[src/rtl/id_scroll_controller_if.sv]
// ROM-side and display-side signals of the ID scroll sequencer.
// The slave modport is the controller; the master modport is the ROM/display side.
interface id_scroll_controller_if #(
  parameter int ADDR_W = 3
);
  logic [ADDR_W-1:0] rom_addr;
  logic [3:0]        rom_data;
  logic [3:0]        digit;
  logic              digit_valid;
  logic [1:0]        state;
  logic              tick;

  modport master (
    input  rom_addr, digit, digit_valid, state, tick,
    output rom_data
  );

  modport slave (
    output rom_addr, digit, digit_valid, state, tick,
    input  rom_data
  );
endinterface

[src/rtl/id_scroll_controller.sv]
// Single-clock sequencer for the student-ID display: walks the ROM address with
// pause/resume and single-step driven by two debounced active-low pushbuttons.
module id_scroll_controller #(
  parameter int ADDR_W     = 3,
  parameter int LAST_ADDR  = 7,
  parameter int TICK_DIV   = 25_000_000,
  parameter int DEB_CYCLES = 500_000
) (
  input  logic                  clk_50M,
  input  logic                  reset,
  input  logic                  btn_pause,
  input  logic                  btn_step,
  id_scroll_controller_if.slave bus
);
  localparam int CNT_W = $clog2(DEB_CYCLES + 1);
  localparam int PRE_W = $clog2(TICK_DIV);

  localparam logic [1:0] ST_RUN   = 2'b01;
  localparam logic [1:0] ST_PAUSE = 2'b10;
  localparam logic [1:0] ST_STEP  = 2'b11;

  logic [1:0] btn_raw;
  logic [1:0] press_evt;
  logic       pause_evt;
  logic       step_evt;

  assign btn_raw   = {btn_step, btn_pause};
  assign pause_evt = press_evt[0];
  assign step_evt  = press_evt[1];

  // Index 0 is the pause button, index 1 the step button.
  generate
    for (genvar gi = 0; gi < 2; gi++) begin : g_btn
      logic             sync1_q, sync2_q;
      logic             deb_q, deb_d;
      logic             evt_q, evt_d;
      logic [CNT_W-1:0] cnt_q, cnt_d;

      always_comb begin
        deb_d = deb_q;
        cnt_d = '0;
        if (sync2_q != deb_q) begin
          if (cnt_q + CNT_W'(1) == CNT_W'(DEB_CYCLES)) begin
            deb_d = sync2_q;
          end else begin
            cnt_d = cnt_q + CNT_W'(1);
          end
        end
        // Pulse only on the accepted press (1->0); release is silent.
        evt_d = deb_q & ~deb_d;
      end

      always_ff @(posedge clk_50M) begin
        if (reset) begin
          sync1_q <= 1'b1;
          sync2_q <= 1'b1;
          deb_q   <= 1'b1;
          cnt_q   <= '0;
          evt_q   <= 1'b0;
        end else begin
          sync1_q <= btn_raw[gi];
          sync2_q <= sync1_q;
          deb_q   <= deb_d;
          cnt_q   <= cnt_d;
          evt_q   <= evt_d;
        end
      end

      assign press_evt[gi] = evt_q;
    end
  endgenerate

  logic [1:0]        state_q, state_d;
  logic [PRE_W-1:0]  presc_q, presc_d;
  logic [ADDR_W-1:0] rom_addr_q, rom_addr_d;
  logic [3:0]        digit_q;
  logic              digit_valid_q;
  logic              tick;
  logic              advance;

  always_ff @(posedge clk_50M) begin
    if (reset) begin
      state_q <= ST_RUN;
    end else begin
      state_q <= state_d;
    end
  end

  always_comb begin
    state_d = state_q;
    case (state_q)
      ST_RUN:   if (pause_evt) state_d = ST_PAUSE;
      ST_PAUSE: begin
        if (pause_evt)     state_d = ST_RUN;
        else if (step_evt) state_d = ST_STEP;
      end
      ST_STEP:  state_d = ST_PAUSE;
      default:  state_d = ST_RUN;
    endcase
  end

  always_comb begin
    tick    = (state_q == ST_RUN) && (presc_q == PRE_W'(TICK_DIV - 1));
    advance = tick || (state_q == ST_STEP);
  end

  // Prescaler parks at 0 outside RUN so resume waits a full period.
  always_comb begin
    presc_d = '0;
    if (state_q == ST_RUN && !tick) begin
      presc_d = presc_q + PRE_W'(1);
    end
    rom_addr_d = rom_addr_q;
    if (advance) begin
      rom_addr_d = (rom_addr_q == ADDR_W'(LAST_ADDR)) ? '0 : rom_addr_q + ADDR_W'(1);
    end
  end

  always_ff @(posedge clk_50M) begin
    if (reset) begin
      presc_q       <= '0;
      rom_addr_q    <= '0;
      digit_q       <= 4'd0;
      digit_valid_q <= 1'b0;
    end else begin
      presc_q       <= presc_d;
      rom_addr_q    <= rom_addr_d;
      digit_q       <= bus.rom_data;
      digit_valid_q <= 1'b1;
    end
  end

  assign bus.rom_addr    = rom_addr_q;
  assign bus.digit       = digit_q;
  assign bus.digit_valid = digit_valid_q;
  assign bus.state       = state_q;
  assign bus.tick        = tick;
endmodule

[src/flat_wrapper.sv]
// flat-port wrapper written by rule: the top's interface ports become plain ports
module id_scroll_controller_flat 
#(
  parameter int ADDR_W     = 3,
  parameter int LAST_ADDR  = 7,
  parameter int TICK_DIV   = 25_000_000,
  parameter int DEB_CYCLES = 500_000
)
  (clk_50M, reset, btn_pause, btn_step, bus_rom_addr, bus_digit, bus_digit_valid, bus_state, bus_tick, bus_rom_data);
  id_scroll_controller_if #(.ADDR_W(ADDR_W)) bus_i ();
  input  logic clk_50M;
  input  logic reset;
  input  logic btn_pause;
  input  logic btn_step;
  output wire logic [$bits(bus_i.rom_addr)-1:0] bus_rom_addr;
  output wire logic [$bits(bus_i.digit)-1:0] bus_digit;
  output wire logic [$bits(bus_i.digit_valid)-1:0] bus_digit_valid;
  output wire logic [$bits(bus_i.state)-1:0] bus_state;
  output wire logic [$bits(bus_i.tick)-1:0] bus_tick;
  input wire logic [$bits(bus_i.rom_data)-1:0] bus_rom_data;
  assign bus_rom_addr = bus_i.rom_addr;
  assign bus_digit = bus_i.digit;
  assign bus_digit_valid = bus_i.digit_valid;
  assign bus_state = bus_i.state;
  assign bus_tick = bus_i.tick;
  assign bus_i.rom_data = bus_rom_data;
  id_scroll_controller #(.ADDR_W(ADDR_W), .LAST_ADDR(LAST_ADDR), .TICK_DIV(TICK_DIV), .DEB_CYCLES(DEB_CYCLES)) u_core (.clk_50M(clk_50M), .reset(reset), .btn_pause(btn_pause), .btn_step(btn_step), .bus(bus_i));
endmodule
[config.mk]
export PLATFORM = sky130hd
export DESIGN_NAME = id_scroll_controller_flat
export DESIGN_NICKNAME = d
export VERILOG_FILES = /design/src/rtl/id_scroll_controller_if.sv /design/src/rtl/id_scroll_controller.sv /design/src/flat_wrapper.sv
export SDC_FILE = /design/constraint.sdc
export NUM_CORES = 1
export LEC_CHECK = 0
export ABC_AREA = 1
export CORE_MARGIN = 1
export CORE_UTILIZATION = 50
export DETAILED_ROUTE_END_ITERATION = 8
export GPL_TIMING_DRIVEN = 0
export PLACE_DENSITY_LB_ADDON = 0.15
export SLEW_MARGIN = 15
export SYNTH_ARGS = -nofsm -noshare
export SYNTH_HDL_FRONTEND = slang
export SYNTH_SLANG_ARGS = --single-unit
[constraint.sdc]
create_clock -name clk_50M -period 2.1 [get_ports clk_50M]
set_clock_uncertainty 0.15 [all_clocks]
set_input_delay 0.21 -clock clk_50M [delete_from_list [all_inputs] [get_ports clk_50M]]
set_output_delay 0.21 -clock clk_50M [all_outputs]
set_load 0.02 [all_outputs]
==> results.ini <==
[cts]
insertion_delay_ns=0.36
clock-root-buffer=clkbuf_8
cts_tree=done
clk_pin_slew_worst_paths_ns=0.09
cts_inserted_buffers=9
cts_hold_buf=0
clockBufferDepth=2
cts_sinks=81
h-tree-depth=3

[power]
leakage_nw=1.900
powerDensity_nw_per_um2=547.8
ir_drop_uv=393.3

[floorplanning]
io_pins=19
core_area_um2=7848
rows=32
start_util=0.5252
fp.dieW_um=92.79
dieArea_um2=8610
die-height_um=92.79

[synth]
ys_ff_latch=81
synth-edff-count=0
synth_most_common_cell=nand2_1
syn_nets=634
ys.flop_type=dfxtp_1
synth_common_cells=nand2_1 (152), nor2_1 (115), inv_1 (93)
ys_seq_area_frac=0.3934
synth_area_um2=4121
synth_cell_types=32
postSynthCellCount=619
ys_async_sr_fraction=0
yosys.area.top_type_share=0.3934
yosys.area.top_type=dfxtp_1
avgSynthCellArea_um2=6.658
yosys_warnings=0
synth.area.top_cells=dfxtp_1 (39%), nand2_1 (14%), nor2_1 (10%)

[route]
vias=3886
antenna_left=0
post_drt_via_cell_ratio=4.963
drc_errors=0
first_iter_violations=205
firstDrtPassIters=5
wire_per_inst_um=11.59
totalWireLength_um=9077

[placed_design]
postPlaceCellArea_um2=4429
hpwl_um=6177
gp_congestion=0.8982
io_buffers=18
dp.cells=739
pre_cts_ws_ns=-0.4505

[critical_path]
crit_slowest_cell=dfxtp_4
cp_max_fo=7
crit_type=flop to flop
cp_data_arrival_time_ns=2.20
slowest_delay_ns=0.39
start_kind=flop
end_kind=flop
required_ns=2.20
cp_cell_sequence=ha_4, nand2_4, nor2_4, nand2_2, nor2_4, nand3b_1, nand2_1, nand2_1, nor2_2, nand2_2, nand2_4, clkbuf_16, nor2_2
ff2ff_setup_slack_ns=0.004

[run]
cap_violations=0

[sta]
drv_slew=0
rsz0062_at_grt=true
hold_viol=0
post-route-period-util=0.9979
slew_headroom=0.6899
setup_viol=0
period_needed_ns=2.096
fmax_mhz=477.2
holdWs_ns=0.2075
tightest_slew_ns=0.4652
fin_ws_ns=0.004318

[outcome]
status=completed

[cells_and_area]
fill_cells=723
area_growth_pct=27.11
nNetsFinal=691
drive_gt1_frac=0.2364
diodes=0
fin_cells=783
post-route-cell-area_um2=5239

[global_routing]
grt_overflow=0
grt_pass1_vias=3490
grt_max_degree=17
grt_pass1_wl_um=14780
antenna_found_initial=0
grt_use_total=0.2115

[worst_hold_path]
min-delay-path-class=input pin to flop

cell usage in the layout (no fill, tap or decap), types with 14 or more instances in the layout:
master           instances
nor2_1                  87
o21ai_0                 14
nor2_2                  31
nand3_1                 31
nand2_1                136
nor3_1                  18
dfxtp_2                 16
clkdlybuf4s50_1         17
dfxtp_1                 61
inv_1                   92
nand4_1                 19
buf_4                   23
nand2_2                 16
nor2_4                  19
cell families after synthesis:
family | count (synthesis) | share of synthesized area
xor+xnor | 10 | 0.02125
fa+ha+maj | 7 | 0.02125
compound gates | 32 | 0.04250
buf+inv | 100 | 0.09745
simple gates | 389 | 0.4241
flops | 81 | 0.3934
power by group:
part,internal [mW],switching (mW),total [mW]
logic,0.0537,0.0501,0.104
clock network,0.571,0.640,1.21
registers,1.55,0.00974,1.56
cell type report:
cell class                 count  area [um2]  share of cell area
inverter                      94       352.8             0.06735
sequential                    81        1657              0.3162
clock buffer                   9       123.9             0.02364
buffer                         6       57.56             0.01099
clock inverter                 7       82.58             0.01576
multi-input combinational    438        2391              0.4564
timing repair buffer          46       446.7             0.08526
tap                          102       127.6             0.02436
critical path: cells and delay by family (launching register included):
family        cells  cell delay, ns
fa+ha+maj         1            0.18
buf+inv           1            0.17
flops             1            0.39
simple gates     11            1.10
state kept, by name (all words and copies together) (netlist names):
register and count:
u_core.g_btn.cnt_q 38, u_core.presc_q 25, u_core.bus.digit 4, u_core.bus.rom_addr 3
u_core.bus.state 2, u_core.g_btn.deb_q 2, u_core.g_btn.evt_q 2, u_core.g_btn.sync1_q 2
u_core.g_btn.sync2_q 2, u_core.bus.digit_valid 1
final timing paths:
| path | startpoint | to | cells after the start |
|---|---|---|---|
| worst min register to register | u_core.g_btn[0].sync1_q$_SDFF_PP1_ | u_core.g_btn[0].sync2_q$_SDFF_PP1_ | 1 |
| worst max-delay path | u_core.g_btn[0].cnt_q[1]$_SDFF_PP0_ | u_core.g_btn[0].cnt_q[3]$_SDFF_PP0_ | 13 |
| worst max register to register | u_core.g_btn[0].cnt_q[1]$_SDFF_PP0_ | u_core.g_btn[0].cnt_q[3]$_SDFF_PP0_ | 13 |
| worst min-delay path | bus_rom_data[1] | u_core.bus.digit[1]$_SDFF_PP0_ | 3 |
metrics by stage:
stage / utilization / power (mW) / TNS (ns)
floorplan: - / 1.636 / 0
global placement: 0.5644 / 1.669 / -4.544
detailed placement: 0.5644 / 1.671 / -6.968
CTS: 0.6170 / 2.889 / -0.08984
global route: 0.6676 / 2.960 / -3.042
finish: 0.6676 / 2.870 / 0
layer usage:
metal | share of wire | global-route usage | wire length (um)
met4 | 0.011 | 0.07179 | 96
met2 | 0.49 | 0.3609 | 4435
met3 | 0.031 | 0.03202 | 279
met5 | 0 | 0 | 0
met1 | 0.47 | 0.2710 | 4265
repair_timing:
item                                   4_1_cts  5_1_grt
setup buffers                               14       12
pin swaps                                    7       36
resized for setup                           33       81
cloned                                       0        2
endpoints found under the hold margin        0        0
setup endpoints to repair                   62       50
(Power assumes the default switching activity.)
